$ cat src/rtl/trap_if.sv
// Purpose: execute-stage exception bus plus CSR-unit trap handshake for trap_unit.
// Latency: n/a (wires only).
// Backpressure: the CSR unit releases a raised trap only by returning flush_ack.
// Ports: master = execute stage / CSR unit side, slave = trap_unit.
interface trap_if;
  logic        instr_valid;
  logic [31:0] instr_pc;
  logic [31:0] instr_word;
  logic [31:0] mem_addr;
  logic        exc_fetch_misal;
  logic        exc_illegal;
  logic        exc_csr_violation;
  logic        exc_ebreak;
  logic        exc_ecall;
  logic        exc_store_misal;
  logic        exc_load_misal;
  logic [1:0]  current_privilege;
  logic        flush_ack;
  logic        trap_sources;
  logic [31:0] trap_instr_pc;
  logic [31:0] trap_cause;
  logic [31:0] trap_tval;
  logic        stall_pipe;
  logic [31:0] trap_count;
  logic        trap_error;

  modport master (
    output instr_valid, instr_pc, instr_word, mem_addr,
           exc_fetch_misal, exc_illegal, exc_csr_violation, exc_ebreak,
           exc_ecall, exc_store_misal, exc_load_misal, current_privilege,
           flush_ack,
    input  trap_sources, trap_instr_pc, trap_cause, trap_tval,
           stall_pipe, trap_count, trap_error
  );

  modport slave (
    input  instr_valid, instr_pc, instr_word, mem_addr,
           exc_fetch_misal, exc_illegal, exc_csr_violation, exc_ebreak,
           exc_ecall, exc_store_misal, exc_load_misal, current_privilege,
           flush_ack,
    output trap_sources, trap_instr_pc, trap_cause, trap_tval,
           stall_pipe, trap_count, trap_error
  );
endinterface

$ cat src/rtl/trap_unit.sv
// Purpose: pick one synchronous exception by RISC-V priority, latch pc/cause/tval, pulse the CSR unit, stall until flushed.
// Latency: trap_sources and stall_pipe 1 cycle after the hit; ext_irq_sync SYNC_STAGES cycles after ext_irq_async.
// Backpressure: stall_pipe held from RAISE until DRAIN_CYCLES after flush_ack (or ACK_TIMEOUT); exceptions ignored while busy.
// Ports: clk, reset (async, active-high); bus = trap_if.slave; ext_irq_async in, ext_irq_sync out.
module trap_unit #(
  parameter int SYNC_STAGES  = 2,
  parameter int DRAIN_CYCLES = 3,
  parameter int ACK_TIMEOUT  = 16
) (
  input  logic clk,
  input  logic reset,
  trap_if.slave bus,
  input  logic ext_irq_async,
  output logic ext_irq_sync
);

  typedef enum logic [1:0] {IDLE, RAISE, WAIT_ACK, DRAIN} state_t;

  localparam logic [7:0] TIMEOUT_LAST = 8'(ACK_TIMEOUT - 1);
  localparam logic [3:0] DRAIN_INIT   = 4'(DRAIN_CYCLES);

  state_t      state;
  logic [7:0]  wait_cnt;
  logic [3:0]  drain_cnt;
  logic        trap_sources_q;
  logic        stall_q;
  logic        trap_error_q;
  logic [31:0] pc_q;
  logic [31:0] cause_q;
  logic [31:0] tval_q;
  logic [31:0] trap_count_q;
  logic [SYNC_STAGES-1:0] irq_sync_q;

  logic        hit;
  logic [31:0] sel_cause;
  logic [31:0] sel_tval;

  assign hit = bus.instr_valid &
               (bus.exc_fetch_misal | bus.exc_illegal | bus.exc_csr_violation |
                bus.exc_ebreak | bus.exc_ecall | bus.exc_store_misal | bus.exc_load_misal);

  // Highest-priority exception wins; store outranks load when both flag.
  always_comb begin
    sel_cause = 32'd0;
    sel_tval  = 32'd0;
    if (bus.exc_fetch_misal) begin
      sel_cause = 32'd0;
      sel_tval  = bus.instr_pc;
    end else if (bus.exc_illegal || bus.exc_csr_violation) begin
      sel_cause = 32'd2;
      sel_tval  = bus.instr_word;
    end else if (bus.exc_ebreak) begin
      sel_cause = 32'd3;
      sel_tval  = bus.instr_pc;
    end else if (bus.exc_ecall) begin
      // Reserved privilege 10 is treated as machine mode.
      case (bus.current_privilege)
        2'b00:   sel_cause = 32'd8;
        2'b01:   sel_cause = 32'd9;
        default: sel_cause = 32'd11;
      endcase
      sel_tval = 32'd0;
    end else if (bus.exc_store_misal) begin
      sel_cause = 32'd6;
      sel_tval  = bus.mem_addr;
    end else if (bus.exc_load_misal) begin
      sel_cause = 32'd4;
      sel_tval  = bus.mem_addr;
    end
  end

  always_ff @(posedge clk or posedge reset) begin
    if (reset) begin
      state          <= IDLE;
      wait_cnt       <= '0;
      drain_cnt      <= '0;
      trap_sources_q <= 1'b0;
      stall_q        <= 1'b0;
      trap_error_q   <= 1'b0;
      pc_q           <= '0;
      cause_q        <= '0;
      tval_q         <= '0;
      trap_count_q   <= '0;
    end else begin
      case (state)
        IDLE: begin
          if (hit) begin
            state          <= RAISE;
            trap_sources_q <= 1'b1;
            stall_q        <= 1'b1;
            pc_q           <= bus.instr_pc;
            cause_q        <= sel_cause;
            tval_q         <= sel_tval;
          end
        end
        RAISE: begin
          // An ack already present here belongs to nothing and is not looked at.
          trap_sources_q <= 1'b0;
          if (trap_count_q != 32'hFFFF_FFFF) trap_count_q <= trap_count_q + 32'd1;
          wait_cnt <= '0;
          state    <= WAIT_ACK;
        end
        WAIT_ACK: begin
          if (bus.flush_ack) begin
            drain_cnt <= DRAIN_INIT;
            state     <= DRAIN;
          end else if (wait_cnt == TIMEOUT_LAST) begin
            trap_error_q <= 1'b1;
            drain_cnt    <= DRAIN_INIT;
            state        <= DRAIN;
          end else begin
            wait_cnt <= wait_cnt + 8'd1;
          end
        end
        DRAIN: begin
          if (drain_cnt == 4'd1) begin
            state   <= IDLE;
            stall_q <= 1'b0;
          end else begin
            drain_cnt <= drain_cnt - 4'd1;
          end
        end
        default: state <= IDLE;
      endcase
    end
  end

  // Metastability chain for the external interrupt; runs regardless of trap state.
  always_ff @(posedge clk or posedge reset) begin
    if (reset) irq_sync_q <= '0;
    else       irq_sync_q <= {irq_sync_q[SYNC_STAGES-2:0], ext_irq_async};
  end

  assign ext_irq_sync      = irq_sync_q[SYNC_STAGES-1];
  assign bus.trap_sources  = trap_sources_q;
  assign bus.stall_pipe    = stall_q;
  assign bus.trap_instr_pc = pc_q;
  assign bus.trap_cause    = cause_q;
  assign bus.trap_tval     = tval_q;
  assign bus.trap_count    = trap_count_q;
  assign bus.trap_error    = trap_error_q;

endmodule
$ cat src/flat_wrapper.sv
// flat-port wrapper written by rule: the top's interface ports become plain ports
module trap_unit_flat 
#(
  parameter int SYNC_STAGES  = 2,
  parameter int DRAIN_CYCLES = 3,
  parameter int ACK_TIMEOUT  = 16
)
  (clk, reset, ext_irq_async, ext_irq_sync, bus_instr_valid, bus_instr_pc, bus_instr_word, bus_mem_addr, bus_exc_fetch_misal, bus_exc_illegal, bus_exc_csr_violation, bus_exc_ebreak, bus_exc_ecall, bus_exc_store_misal, bus_exc_load_misal, bus_current_privilege, bus_flush_ack, bus_trap_sources, bus_trap_instr_pc, bus_trap_cause, bus_trap_tval, bus_stall_pipe, bus_trap_count, bus_trap_error);
  trap_if bus_i ();
  input  logic clk;
  input  logic reset;
  input  logic ext_irq_async;
  output logic ext_irq_sync;
  input wire logic [$bits(bus_i.instr_valid)-1:0] bus_instr_valid;
  input wire logic [$bits(bus_i.instr_pc)-1:0] bus_instr_pc;
  input wire logic [$bits(bus_i.instr_word)-1:0] bus_instr_word;
  input wire logic [$bits(bus_i.mem_addr)-1:0] bus_mem_addr;
  input wire logic [$bits(bus_i.exc_fetch_misal)-1:0] bus_exc_fetch_misal;
  input wire logic [$bits(bus_i.exc_illegal)-1:0] bus_exc_illegal;
  input wire logic [$bits(bus_i.exc_csr_violation)-1:0] bus_exc_csr_violation;
  input wire logic [$bits(bus_i.exc_ebreak)-1:0] bus_exc_ebreak;
  input wire logic [$bits(bus_i.exc_ecall)-1:0] bus_exc_ecall;
  input wire logic [$bits(bus_i.exc_store_misal)-1:0] bus_exc_store_misal;
  input wire logic [$bits(bus_i.exc_load_misal)-1:0] bus_exc_load_misal;
  input wire logic [$bits(bus_i.current_privilege)-1:0] bus_current_privilege;
  input wire logic [$bits(bus_i.flush_ack)-1:0] bus_flush_ack;
  output wire logic [$bits(bus_i.trap_sources)-1:0] bus_trap_sources;
  output wire logic [$bits(bus_i.trap_instr_pc)-1:0] bus_trap_instr_pc;
  output wire logic [$bits(bus_i.trap_cause)-1:0] bus_trap_cause;
  output wire logic [$bits(bus_i.trap_tval)-1:0] bus_trap_tval;
  output wire logic [$bits(bus_i.stall_pipe)-1:0] bus_stall_pipe;
  output wire logic [$bits(bus_i.trap_count)-1:0] bus_trap_count;
  output wire logic [$bits(bus_i.trap_error)-1:0] bus_trap_error;
  assign bus_i.instr_valid = bus_instr_valid;
  assign bus_i.instr_pc = bus_instr_pc;
  assign bus_i.instr_word = bus_instr_word;
  assign bus_i.mem_addr = bus_mem_addr;
  assign bus_i.exc_fetch_misal = bus_exc_fetch_misal;
  assign bus_i.exc_illegal = bus_exc_illegal;
  assign bus_i.exc_csr_violation = bus_exc_csr_violation;
  assign bus_i.exc_ebreak = bus_exc_ebreak;
  assign bus_i.exc_ecall = bus_exc_ecall;
  assign bus_i.exc_store_misal = bus_exc_store_misal;
  assign bus_i.exc_load_misal = bus_exc_load_misal;
  assign bus_i.current_privilege = bus_current_privilege;
  assign bus_i.flush_ack = bus_flush_ack;
  assign bus_trap_sources = bus_i.trap_sources;
  assign bus_trap_instr_pc = bus_i.trap_instr_pc;
  assign bus_trap_cause = bus_i.trap_cause;
  assign bus_trap_tval = bus_i.trap_tval;
  assign bus_stall_pipe = bus_i.stall_pipe;
  assign bus_trap_count = bus_i.trap_count;
  assign bus_trap_error = bus_i.trap_error;
  trap_unit #(.SYNC_STAGES(SYNC_STAGES), .DRAIN_CYCLES(DRAIN_CYCLES), .ACK_TIMEOUT(ACK_TIMEOUT)) u_core (.clk(clk), .reset(reset), .bus(bus_i), .ext_irq_async(ext_irq_async), .ext_irq_sync(ext_irq_sync));
endmodule
$ cat config.mk
export PLATFORM = sky130hd
export DESIGN_NAME = trap_unit_flat
export DESIGN_NICKNAME = d
export VERILOG_FILES = /design/src/rtl/trap_if.sv /design/src/rtl/trap_unit.sv /design/src/flat_wrapper.sv
export SDC_FILE = /design/constraint.sdc
export NUM_CORES = 1
export LEC_CHECK = 0
export BUFFER_PORTS_ARGS = -buffer_cell sky130_fd_sc_hd__buf_2
export CAP_MARGIN = 40
export CORE_MARGIN = 5
export CORE_UTILIZATION = 50
export CTS_CLUSTER_DIAMETER = 40
export DETAILED_ROUTE_END_ITERATION = 6
export MAX_ROUTING_LAYER = met4
export PLACE_DENSITY = 0.83
export SYNTH_ARGS = -nofsm -noshare
export SYNTH_HDL_FRONTEND = slang
export SYNTH_SLANG_ARGS = --single-unit
$ cat constraint.sdc
create_clock -name clk -period 5.7 [get_ports clk]
set_input_delay 1.14 -clock clk [delete_from_list [all_inputs] [get_ports clk]]
set_output_delay 1.14 -clock clk [all_outputs]
set_load 0.02 [all_outputs]
# Yosys cells after proc, flatten, opt, wreduce, memory -nomap -nowiden
# Index checks and enable logic that the tools add are counted.
# totals
ram_bits	0
out_inout_bits	132
romBits	0
latch_bits	0
wordCells	79
input_bits	110
mem_count	0
ff_bits	147
# classes
bitwise_logic	8
multipliers	0
eq_ne	13
muxes	29
n_shift	0
order_cmp	0
n_addsub	3
div_mod_pow	0
n_reduce_logical	15
# op_table
op	count
32-bit two-way mux	11
32-bit by 1-bit adder with 32-bit output, second input constant	1
32-bit != test, second input constant	1
8-bit two-way mux	2
8-bit one-hot mux with 2 select lines	1
3-bit AND reduction	5
4-bit two-way mux	3
8-bit by 1-bit adder with 8-bit output, second input constant	1
8-bit by 4-bit equality test with 1-bit output, second input constant	1
2-bit two-way mux	4
2-bit one-hot mux with 4 select lines	1
4-bit one-hot mux with 2 select lines	1
2-bit nonzero test	4
2-bit != test, second input constant	3
1-bit OR	6
2-bit AND reduction	3
2-bit by 1-bit equality test with 1-bit output, second input constant	2
2-bit equality test, second input constant	2
4-bit by 1-bit equality test with 1-bit output, second input constant	1
2-bit zero test	2
2-bit by 1-bit != test with 1-bit output, second input constant	2
1-bit one-hot mux with 2 select lines	2
2-bit one-hot mux with 2 select lines	1
4-bit by 1-bit subtractor with 4-bit output, second input constant	1
other kinds (6)	7

# Longest topological paths before layout
# depth
depth_word	9
mapped_depth	8
ltp_nobuf	7

# Worst setup path before layout
# No wires, ideal clock.
# synth_timing
path_kind	input port to flip-flop
from	in bus_exc_fetch_misal
to	reg u_core.pc_q[0], in the netlist u_core.bus.trap_instr_pc[0]
cell_stages	6
setup_time_ns	0.128
setup_slack_ns	2.938
n_path_buf	2
arrival_ns	2.635
required_ns	5.572
cell_sequence	buf_6 -> or3_4 -> o41a_4 -> nand2_8 -> buf_6 -> mux2_1
# synth_between
elab_chain_len	8
# synth_lines
item	line_no	text
start: declaration	flat_wrapper.sv:18	input wire logic [$bits(bus_i.exc_fetch_misal)-1:0] bus_exc_fetch_misal;
1-bit OR (3 in a row)	trap_unit.sv:39	(bus.exc_fetch_misal | bus.exc_illegal | bus.exc_csr_violation |
1-bit OR (3 in a row)	trap_unit.sv:40	bus.exc_ebreak | bus.exc_ecall | bus.exc_store_misal | bus.exc_load_misal);
1-bit AND	trap_unit.sv:38	assign hit = bus.instr_valid &
2-bit AND reduction (no line)	--	
end signal: assignment	trap_unit.sv:91	pc_q <= bus.instr_pc;
end: declaration	trap_unit.sv:28	logic [31:0] pc_q;
# No other way between the ends.
# A chain may end at the register's enable or synchronous reset.

# Worst setup path after layout
# layout_timing
from	in bus_exc_csr_violation
to	reg u_core.tval_q[28], in the netlist u_core.bus.trap_tval[28]
# layout_between
elab_chain_len	7
elab_cells_between_ends	10
classes_between	mux: 2; bitwise: 6; reduce/logical: 2
# layout_lines
item	line_no	text
start: declaration	flat_wrapper.sv:20	input wire logic [$bits(bus_i.exc_csr_violation)-1:0] bus_exc_csr_violation;
1-bit OR (2 in a row)	trap_unit.sv:39	
1-bit OR (3 in a row)	trap_unit.sv:40	
1-bit AND	trap_unit.sv:38	
2-bit AND reduction (no line)	--	
end signal: assignment	trap_unit.sv:93	tval_q <= sel_tval;
end: declaration	trap_unit.sv:30	logic [31:0] tval_q;
# Several ways; a longest one is shown, not always the timed one.

==> results.sh <==
export IMPL_status="completed"
export IMPL_rsz0062_at_grt="false"
export IMPL_gp_congestion=0.8127
export IMPL_setup_violations=0
export IMPL_finalMaxSlewViolations=0
export IMPL_critPathBufInv=1
export IMPL_synth_area_um2=6272
export IMPL_synth_top_family_by_area="multiplexers"
export IMPL_fin_util=0.6366
export IMPL_antenna_found_initial=0
export IMPL_post_route_period_util=0.5461
export IMPL_fin_skew_ns=0.004164
export IMPL_cts_setup_buffers=0
export IMPL_cp_slowest_cell="or2_2"
export IMPL_dieHeight_um=122
export IMPL_worstMarginPinSlew_ns=0.8470
export IMPL_hold_buffers=0
export IMPL_io_pins=242
export IMPL_path_class="in2reg"
export IMPL_num_rows=41
export IMPL_worstPathArrival_ns=3.41
export IMPL_power_mw=4.056
export IMPL_h_tree_depth=4
export IMPL_synth_fa_ha_area_frac=0.01795
export IMPL_grt_pass1_wl_um=24730
export IMPL_cp_max_fo=73
export IMPL_ant_nets=0
export IMPL_num_vias=4923
export IMPL_drt_iter0_drc=345
export IMPL_wl_per_cell_um=17.11
export IMPL_synthSimpleGateAreaFrac=0.1263
export IMPL_overflow=0
export IMPL_clk_pin_slew_ns=0.05
export IMPL_drt_first_pass_iters=5
export IMPL_fp_dieArea_um2=14880
export IMPL_drive_gt1_frac=0.4205
export IMPL_final_cell_mix="213 x buf_2, 119 x dfrtp_1, 60 x mux2_4"
export IMPL_antenna_cells=0
export IMPL_finalHoldViolCount=0
export IMPL_synth_mux_area_frac=0.1542
export IMPL_cts_tree="done"
export IMPL_cp_end_kind="flip-flop"
export IMPL_maxCapViolations=0
export IMPL_ys_ff_latch=119
export IMPL_ys_warn_count=0
export IMPL_wl_um=15960
export IMPL_port_buffers=213
export IMPL_layout_commonest_cell="buf_2"
export IMPL_cts_resized=0
export IMPL_p_leak_nw=4.093
export IMPL_max_vdd_ir_drop_mv=0.2084
export IMPL_start_util=0.5032
export IMPL_dp_hpwl_um=11240
export IMPL_fmax_mhz=321.3
export IMPL_yosysSeqAreaShare=0.4748
export IMPL_p_per_area_nw_per_um2=511.2
export IMPL_final_nets=867
export IMPL_relSlewSlack=0.4337
export IMPL_worstSetupStartpointType="input port"
export IMPL_fin_crit_ns=3.113
export IMPL_worstPathCellList="buf_2 -> or2_2 -> o41a_4 -> nand2_8 -> mux2_2"
export IMPL_slowest_delay_ns=0.58
export IMPL_async_reset_ff_frac=1.000
export IMPL_fp_dieW_um=122
export IMPL_ys_flop_type="dfrtp_1"
export IMPL_core_um2=12470
export IMPL_cts_sinks=119
export IMPL_grt_usage=0.2198
export IMPL_synth_cells=541
export IMPL_clk_latency_ns=0.41
export IMPL_cts_root_buf="clkbuf_16"
export IMPL_cts_made_buffers=17
export IMPL_drc_errors=0
export IMPL_ys_types=52
export IMPL_syn_area_per_cell_um2=11.59
export IMPL_syn_to_final_growth_pct=26.51
export IMPL_grt_max_degree=74
export IMPL_critical_path_top_delay_family="simple AND/OR/NAND/NOR gates"
export IMPL_synth_compound_area_frac=0.1047
export IMPL_viasPerCell=5.277
export IMPL_hold_class="reg2reg"
export IMPL_synth_edf_count=0
export IMPL_grt_pass1_vias=4770
export IMPL_synth_xor_area_share=0.04608
export IMPL_tns_ns=0
export IMPL_cts_buffer_depth=2
export IMPL_worstPathRequired_ns=6.00
## through the flow
stage / cells / setup slack [ns] / area [um^2] / hold WS [ns]
floorplan: 568 / 1.403 / 6374 / 0.3312
global placement: 900 / 2.205 / 7244 / 0.3364
detailed placement: 901 / 2.186 / 7272 / 0.3543
CTS: 933 / 2.600 / 7935 / 0.3694
global route: 933 / 2.527 / 7935 / 0.3870
finish: 933 / 2.587 / 7935 / 0.3673
## routing by layer
metal  vias to the layer above  track usage  wire (um)
met5                         -            -          0
met4                         0      0.08193        300
met3                        24      0.04457       1160
met2                       191       0.3640       8060
met1                      2416       0.2670       6436
li1                       2292            -          -
## final timing paths
check / from / endpoint / slack (ns) / depth (start not counted)
max: bus_exc_csr_violation / u_core.bus.trap_tval[28]$_DFFE_PP0P_ / 2.59 / 5
max reg2reg: u_core.bus.trap_count[20]$_DFFE_PP0P_ / u_core.bus.trap_count[1]$_DFFE_PP0P_ / 2.98 / 5
max in group asynchronous: reset / u_core.bus.trap_count[22]$_DFFE_PP0P_ / 4.26 / 3
min in group asynchronous: reset / u_core.bus.trap_count[8]$_DFFE_PP0P_ / 0.65 / 2
min reg2reg: u_core.irq_sync_q[0]$_DFF_PP0_ / u_core.irq_sync_q[1]$_DFF_PP0_ / 0.37 / 0
min: u_core.irq_sync_q[0]$_DFF_PP0_ / u_core.irq_sync_q[1]$_DFF_PP0_ / 0.37 / 0
## registers in the layout, indices dropped and copies added (netlist names)
signal                    flops
u_core.bus.trap_sources       1
u_core.bus.trap_cause         4
u_core.wait_cnt               8
u_core.bus.stall_pipe         1
u_core.irq_sync_q             2
u_core.bus.trap_tval         32
u_core.drain_cnt              4
u_core.bus.trap_count        32
u_core.state                  2
u_core.bus.trap_instr_pc     32
u_core.bus.trap_error         1
## power breakdown
part / total, mW / switching [mW] / internal [mW]
Combinational: 1.51 / 0.819 / 0.693
Sequential: 1.34 / 0.200 / 1.14
Clock: 1.21 / 0.365 / 0.840
Total: 4.06 / 1.38 / 2.67
## cell usage after synthesis (2+ instances only)
cell,count,area share
buf_4,28,0.034
nor4_4,2,0.0068
nand3_1,15,0.012
dfrtp_1,119,0.47
o31ai_1,4,0.0048
inv_1,10,0.0060
and3_1,12,0.012
and2_1,3,0.0030
nand4_1,22,0.022
nor4_1,3,0.0030
clkbuf_1,14,0.0084
nor3_1,4,0.0032
nand2b_1,3,0.0030
o41ai_1,2,0.0028
nand2_1,53,0.032
buf_6,2,0.0036
buf_12,6,0.019
o21ai_0,40,0.032
buf_2,5,0.0040
ha_1,9,0.018
a22oi_1,32,0.038
xnor2_1,29,0.040
nor2_1,15,0.0090
mux2_2,4,0.0072
mux2_4,60,0.14
a21o_1,3,0.0036
nor2b_1,3,0.0030
xor2_1,4,0.0056
a21oi_1,12,0.0096
## layout make-up
| cell class | count | area [um^2] |
|---|---|---|
| fill | 998 | 4531 |
| timing repair buffer | 217 | 1116 |
| clock buffer | 23 | 467.9 |
| tap | 172 | 215.2 |
| sequential | 119 | 2978 |
| multi-input combinational | 383 | 2923 |
| clock inverter | 9 | 195.2 |
| inverter | 10 | 40.04 |
## cells by family after synthesis
group	count (synthesis)
multiplexers	66
AND/OR/NAND/NOR	145
other	1
XOR/XNOR	33
flip-flops	119
buffers and inverters	66
AO/OA/AOI/OAI	102
adder cells (fa/ha/maj)	9
Power figures use the tool's default switching activity.
